## config.mk

```make
export PLATFORM = sky130hd
export DESIGN_NAME = if_stage
export DESIGN_NICKNAME = d
export VERILOG_FILES = /design/src/rtl/if_stage.sv
export SDC_FILE = /design/constraint.sdc
export NUM_CORES = 1
export LEC_CHECK = 0
export CAP_MARGIN = 10
export CORE_AREA = 2 2 107 109
export DETAILED_ROUTE_END_ITERATION = 6
export DIE_AREA = 0 0 109 111
export PLACE_DENSITY = 0.74
export SETUP_SLACK_MARGIN = 0.3
export SLEW_MARGIN = 20
export SYNTH_ARGS = -nofsm -noshare
export SYNTH_HDL_FRONTEND = slang
export SYNTH_SLANG_ARGS = --single-unit
```

## constraint.sdc

```tcl
create_clock -name clk -period 3.9 [get_ports clk]
set_input_delay 1.17 -clock clk [delete_from_list [all_inputs] [get_ports clk]]
set_output_delay 1.17 -clock clk [all_outputs]
set_load 0.1 [all_outputs]
```

## src/rtl/if_stage.sv

```systemverilog
// ---------------------------------------------------------------------------
// if_stage -- instruction fetch stage of a simple in-order pipeline.
//
// Keeps the word-addressed fetch PC, drives the instruction ROM address, and
// registers the fetched instruction into the IF/ID pipeline register.
//
// Parameters
//   RESET_PC     word address loaded into the PC on reset
//
// Ports
//   clk          single clock, rising-edge
//   resetn       asynchronous active-low reset
//   stall        hold the PC and the IF/ID register
//   flush        squash IF/ID to a bubble on this edge
//   redirect_en  branch/jump taken: load redirect_pc into the PC
//   redirect_pc  32-bit word-address target
//   rom_addr     pc[5:0] to the instruction ROM (combinational)
//   rom_inst     instruction returned combinationally by the ROM
//   pc           current fetch PC (registered)
//   if_id_pc     PC of the instruction held in IF/ID (0 for a bubble)
//   if_id_inst   instruction held in IF/ID (NOP for a bubble)
//   if_id_valid  IF/ID holds a real instruction
//
// Optional feature (macro IF_PERF_CNT_EN)
//   fetch_cnt    saturating count of edges that load a valid instruction
//   stall_cnt    saturating count of edges with stall=1 and redirect_en=0
// ---------------------------------------------------------------------------
module if_stage #(
  parameter logic [31:0] RESET_PC = 32'h0000_0000
) (
  input  logic        clk,
  input  logic        resetn,
  input  logic        stall,
  input  logic        flush,
  input  logic        redirect_en,
  input  logic [31:0] redirect_pc,
  output logic [5:0]  rom_addr,
  input  logic [31:0] rom_inst,
  output logic [31:0] pc,
  output logic [31:0] if_id_pc,
  output logic [31:0] if_id_inst,
  output logic        if_id_valid
`ifdef IF_PERF_CNT_EN
  ,
  output logic [15:0] fetch_cnt,
  output logic [15:0] stall_cnt
`endif
);

  localparam logic [31:0] NOP = 32'h0000_0000;

  logic [31:0] next_pc;
  logic        squash;     // redirect or flush turns IF/ID into a bubble
  logic        load_ifid;  // a real instruction enters IF/ID on this edge

  assign squash    = redirect_en | flush;
  assign load_ifid = ~squash & ~stall;

  // The ROM is asynchronous, so the address is the raw PC with no register.
  assign rom_addr = pc[5:0];

  // Redirect beats stall; otherwise sequential fetch, wrapping modulo 2^32.
  always_comb begin
    // NOTE: assign a default before the branches so no path leaves next_pc
    // unassigned, which would infer a latch.
    next_pc = pc + 32'd1;
    if (redirect_en) begin
      next_pc = redirect_pc;
    end else if (stall) begin
      next_pc = pc;
    end
  end

  // NOTE: sequential state uses non-blocking assignments so every register
  // samples the pre-edge values, independent of statement order.
  always_ff @(posedge clk or negedge resetn) begin
    if (!resetn) begin
      pc <= RESET_PC;
    end else begin
      pc <= next_pc;
    end
  end

  // IF/ID register: bubble on squash, hold on stall, otherwise capture the
  // instruction addressed by the current PC (one-cycle fetch latency).
  always_ff @(posedge clk or negedge resetn) begin
    if (!resetn) begin
      if_id_pc    <= 32'd0;
      if_id_inst  <= NOP;
      if_id_valid <= 1'b0;
    end else if (squash) begin
      if_id_pc    <= 32'd0;
      if_id_inst  <= NOP;
      if_id_valid <= 1'b0;
    end else if (!stall) begin
      if_id_pc    <= pc;
      if_id_inst  <= rom_inst;
      if_id_valid <= 1'b1;
    end
  end

`ifdef IF_PERF_CNT_EN
  logic stall_evt;
  assign stall_evt = stall & ~redirect_en;

  // Both counters stop at all-ones rather than wrapping.
  always_ff @(posedge clk or negedge resetn) begin
    if (!resetn) begin
      fetch_cnt <= 16'd0;
      stall_cnt <= 16'd0;
    end else begin
      if (load_ifid && fetch_cnt != 16'hFFFF) begin
        fetch_cnt <= fetch_cnt + 16'd1;
      end
      if (stall_evt && stall_cnt != 16'hFFFF) begin
        stall_cnt <= stall_cnt + 16'd1;
      end
    end
  end
`endif

endmodule

```

After elaboration in Yosys (flattened, before gate mapping)
Index checks and enable logic that the tools add are counted.

operators by class
  add/sub/neg operators = 1
  equality and inequality tests = 2
  multiplexer cells = 8
  bitwise logic cells = 1

operator list
  cell                                                              count
  32-bit two-way mux                                                6
  32-bit by 1-bit adder with 32-bit output (second input constant)  1
  2-bit by 1-bit != test with 1-bit output (second input constant)  2
  1-bit two-way mux                                                 2
  1-bit OR                                                          1

word-level totals
  register bits after elaboration = 97
  output and inout bits = 103
  logic and storage cells = 16

Longest topological paths before layout
  depth after elaboration = 3
  mapped depth = 6
  mapped depth without buffers = 5

Worst setup path after synthesis
Ideal clock, no wire load.

  path kind = flip-flop to output port
  start point = reg pc[0]
  end point = out rom_addr[0]
  data arrival time = 1.448 ns
  required time = 2.730 ns
  setup slack = 1.282 ns
  cell stages (with the launch flop) = 2
  path buffers = 1
  path through = dfrtp_1 buf_4

RTL lines
  what                    RTL line  RTL
  from (decl)             39        output logic [31:0] pc,
  from (signal assigned)  80        pc <= next_pc;
  to (decl)               37        output logic [5:0] rom_addr,

No word-level cell between the ends.

Worst setup path after layout
  start point = reg if_id_inst[27]
  end point = out if_id_inst[27]

RTL lines
  what                    RTL line  RTL
  from (decl)             41        output logic [31:0] if_id_inst,
  from (signal assigned)  97        if_id_inst <= rom_inst;

No word-level cell between the ends.

==> key figures <==
Outcome
  • Status: complete, no violations

Place
  • Dpl cell area: 5941 um2
  • Placer Congestion: 0.8402
  • Port Buffers: 171
  • Dpl cells: 657
  • Dpl ws: 0.8526 ns
  • Detailed placement HPWL: 8.520 mm

Die
  • Die Wd: 109 um
  • Die height: 111 um
  • Die ar.: 12100 um2
  • Standard-cell row count: 39
  • Initial Util: 38.55%
  • Ports: 172
  • Core area: 11080 um2

CTS
  • Clk_lat worst skew: 0.34 ns
  • Hold_buf cts: 0
  • CTS H-Tree Depth: 3
  • Worst-case clock buffer depth: 2
  • Clock Pin Slew Worst Setup and Hold Paths: 0.06 ns
  • Clk root buf: clkbuf_16
  • Post-CTS Setup Inserts: 0
  • CTS tree: done
  • TritonCTS Buffers: 9
  • PostCTS Resize Cnt: 0
  • CTS Sinks: 97

Drt
  • Final WL: 11.86 mm
  • Wirelength per Cell: 17.62 um
  • Iter 0 DRT Violations: 163
  • Drt first pass iters: 4
  • Residual DRC: 0
  • Vias after detailed routing: 3690
  • Routed Antenna Nets: 0
  • Average vias per placed instance: 5.483

Logic synthesis
  • Seq/Total Area, Yosys: 56.84%
  • Mapped Area: 4270 um2
  • Mapped Cells: 368
  • Synthesized flop and latch total: 97
  • Warnings, synthesis: 0
  • Syn Area/Cell: 11.60 um2
  • Count of different cell masters after synthesis: 40
  • Synthesized Nets: 438

Setup path
  • Critical Path Fanout Max: 2
  • CP top delay family: buffers and inverters
  • Crit-path cells: clkdlybuf4s50_1
  • Crit path arrival time: 1.85 ns
  • Worst EP required: 2.73 ns
  • Slowest stage delay, CP: 1.15 ns
  • Crit Path Category: flip-flop to primary output
  • Nature of the critical path endpoint: primary output
  • Bufs and invs on worst path: 1
  • R2r setup slk: 1.60 ns
  • Slowest-stage cell, CP: clkdlybuf4s50_1
  • CP startpoint kind: flip-flop

STA
  • Worst slew pin tran: 0.9934 ns
  • Clock Skews: 0.01099 ns
  • Slew headroom: 33.56%
  • Max frequency: 330.8 MHz
  • # setup viols final: 0
  • Slew Limit Fails: 0
  • Tmin final: 3.023 ns
  • Final Hold Violating Endpoints: 0
  • Setup WS post-layout: 0.8769 ns
  • RSZ-0062 raised after global routing: false
  • Setup TNS: 0 ns
  • Fin crit share: 77.51%
  • Hold slack final: 0.5036 ns

GRT
  • Antenna violations before repair: 0
  • Number of global-route vias before repair: 3682
  • Largest net degree at the start of global routing: 59
  • Total GRT Usage: 20.19%
  • Remaining Overflow, GRT: 0
  • First-pass GRT wire length: 19.00 mm

Layout
  • Fin cells: 673
  • Layout Utilization: 56.49%
  • Commonest non-fill, non-tap cells in the layout: 124 x clkdlybuf4s50_1, 97 x dfrtp_1, 64 x a22o_1, 56 x buf_4, 27 x nand2_1
  • Area growth, synth to finish: 46.53%
  • Fin nets: 595
  • Design area: 6257 um2
  • Fraction of layout cells with a size suffix above 1: 15.09%
  • Fill count: 974
  • Commonest non-fill, non-tap cell in the layout: clkdlybuf4s50_1
  • ANT cells: 0

Power
  • Final Power: 2.854 mW
  • Max IR drop VDD: 0.0002623 V
  • Leak: 2.688 nW
  • PD cells: 456.1 nW/um2

Min path
  • Hold Crit Class: flip-flop to flip-flop

Job
  • Max-cap violations: 0
## final timing paths
| kind | endpoint | cells past startpoint | from |
|---|---|---|---|
| min in group asynchronous | if_id_inst[1]$_DFFE_PN0P_ | 1 | resetn |
| worst max register to register | pc[24]$_DFFE_PN0P_ | 4 | pc[3]$_DFFE_PN0P_ |
| max in group asynchronous | if_id_inst[10]$_DFFE_PN0P_ | 2 | resetn |
| worst max-delay path | if_id_inst[27] | 1 | if_id_inst[27]$_DFFE_PN0P_ |
| worst min-delay path | if_id_inst[29]$_DFFE_PN0P_ | 1 | if_id_inst[29]$_DFFE_PN0P_ |
| worst min register to register | if_id_inst[29]$_DFFE_PN0P_ | 1 | if_id_inst[29]$_DFFE_PN0P_ |
## report_power, final
| part | switching, mW | internal [mW] |
|---|---|---|
| clock network | 0.359 | 0.548 |
| registers | 0.0818 | 1.06 |
| logic | 0.601 | 0.203 |
## routing by layer
layer	wire [um]	global-route usage (%)	up-vias
li1	-	-	1722
met2	5774	31.59	134
met3	778	4.233	18
met1	5099	27.15	1816
met5	0	0	-
met4	203	8.205	0
## sequential cells by signal, indices dropped and copies added (netlist names)
name and cells:
pc 32, if_id_valid 1, if_id_inst 32, if_id_pc 32
## cells in the mapped netlist
cell / number / area [um2]
dfrtp_1: 97 / 2427
a22o_1: 64 / 560.5
nand2_1: 27 / 101.4
o21ai_0: 18 / 90.09
a31oi_1: 17 / 106.4
clkbuf_1: 17 / 63.81
nor2_1: 17 / 63.81
o31ai_1: 12 / 90.09
or4_1: 12 / 90.09
nand4_1: 11 / 68.82
xor2_1: 10 / 87.58
buf_2: 7 / 35.03
buf_4: 7 / 52.55
and4_1: 5 / 43.79
nand3_1: 5 / 25.02
or3_1: 5 / 31.28
and3_1: 4 / 25.02
and4b_1: 3 / 30.03
nand4_4: 3 / 63.81
buf_6: 2 / 22.52
nand2b_1: 2 / 12.51
nor2b_1: 2 / 12.51
o31a_1: 2 / 17.52
or2_2: 2 / 12.51
xnor2_1: 2 / 17.52
a211oi_1: 1 / 7.510
and2_1: 1 / 6.260
and3b_1: 1 / 8.760
clkbuf_4: 1 / 7.510
clkinv_1: 1 / 3.750
ha_1: 1 / 12.51
inv_1: 1 / 3.750
mux2i_1: 1 / 10.01
nand3_2: 1 / 10.01
nand4b_1: 1 / 8.760
nor3_2: 1 / 10.01
nor3b_1: 1 / 7.510
nor4_1: 1 / 6.260
o211ai_1: 1 / 7.510
o311ai_0: 1 / 8.760
## worst register-to-register path, cell delays in order, from the launching register on
cell,delay (ns)
dfrtp_1,0.52
and4_1,0.63
nand4_4,0.33
or4_1,0.58
a31oi_1,0.17
## cell type report
cell class	instances	area (um2)	area share, %
Clock inverter	4	50.05	0.7998
Sequential cell	97	2427	38.79
Inverter	2	7.507	0.1200
Clock buffer	12	266.5	4.259
Multi-Input combinational cell	235	1665	26.61
Tap cell	143	178.9	2.859
Timing Repair Buffer	180	1662	26.55
## logic make-up (layout without fill, tap and decap cells)
kind of cell	after synthesis	in the layout	synth area share, %
AOI/OAI and AO/OA	116	116	20.80
xor gates and xnor gates	12	12	2.461
adders and majority gates	1	1	0.2930
buffers and inverters	36	198	4.424
DFF	97	97	56.84
muxes	1	1	0.2344
and+or+nand+nor	105	105	14.94
(Power assumes the default switching activity.)
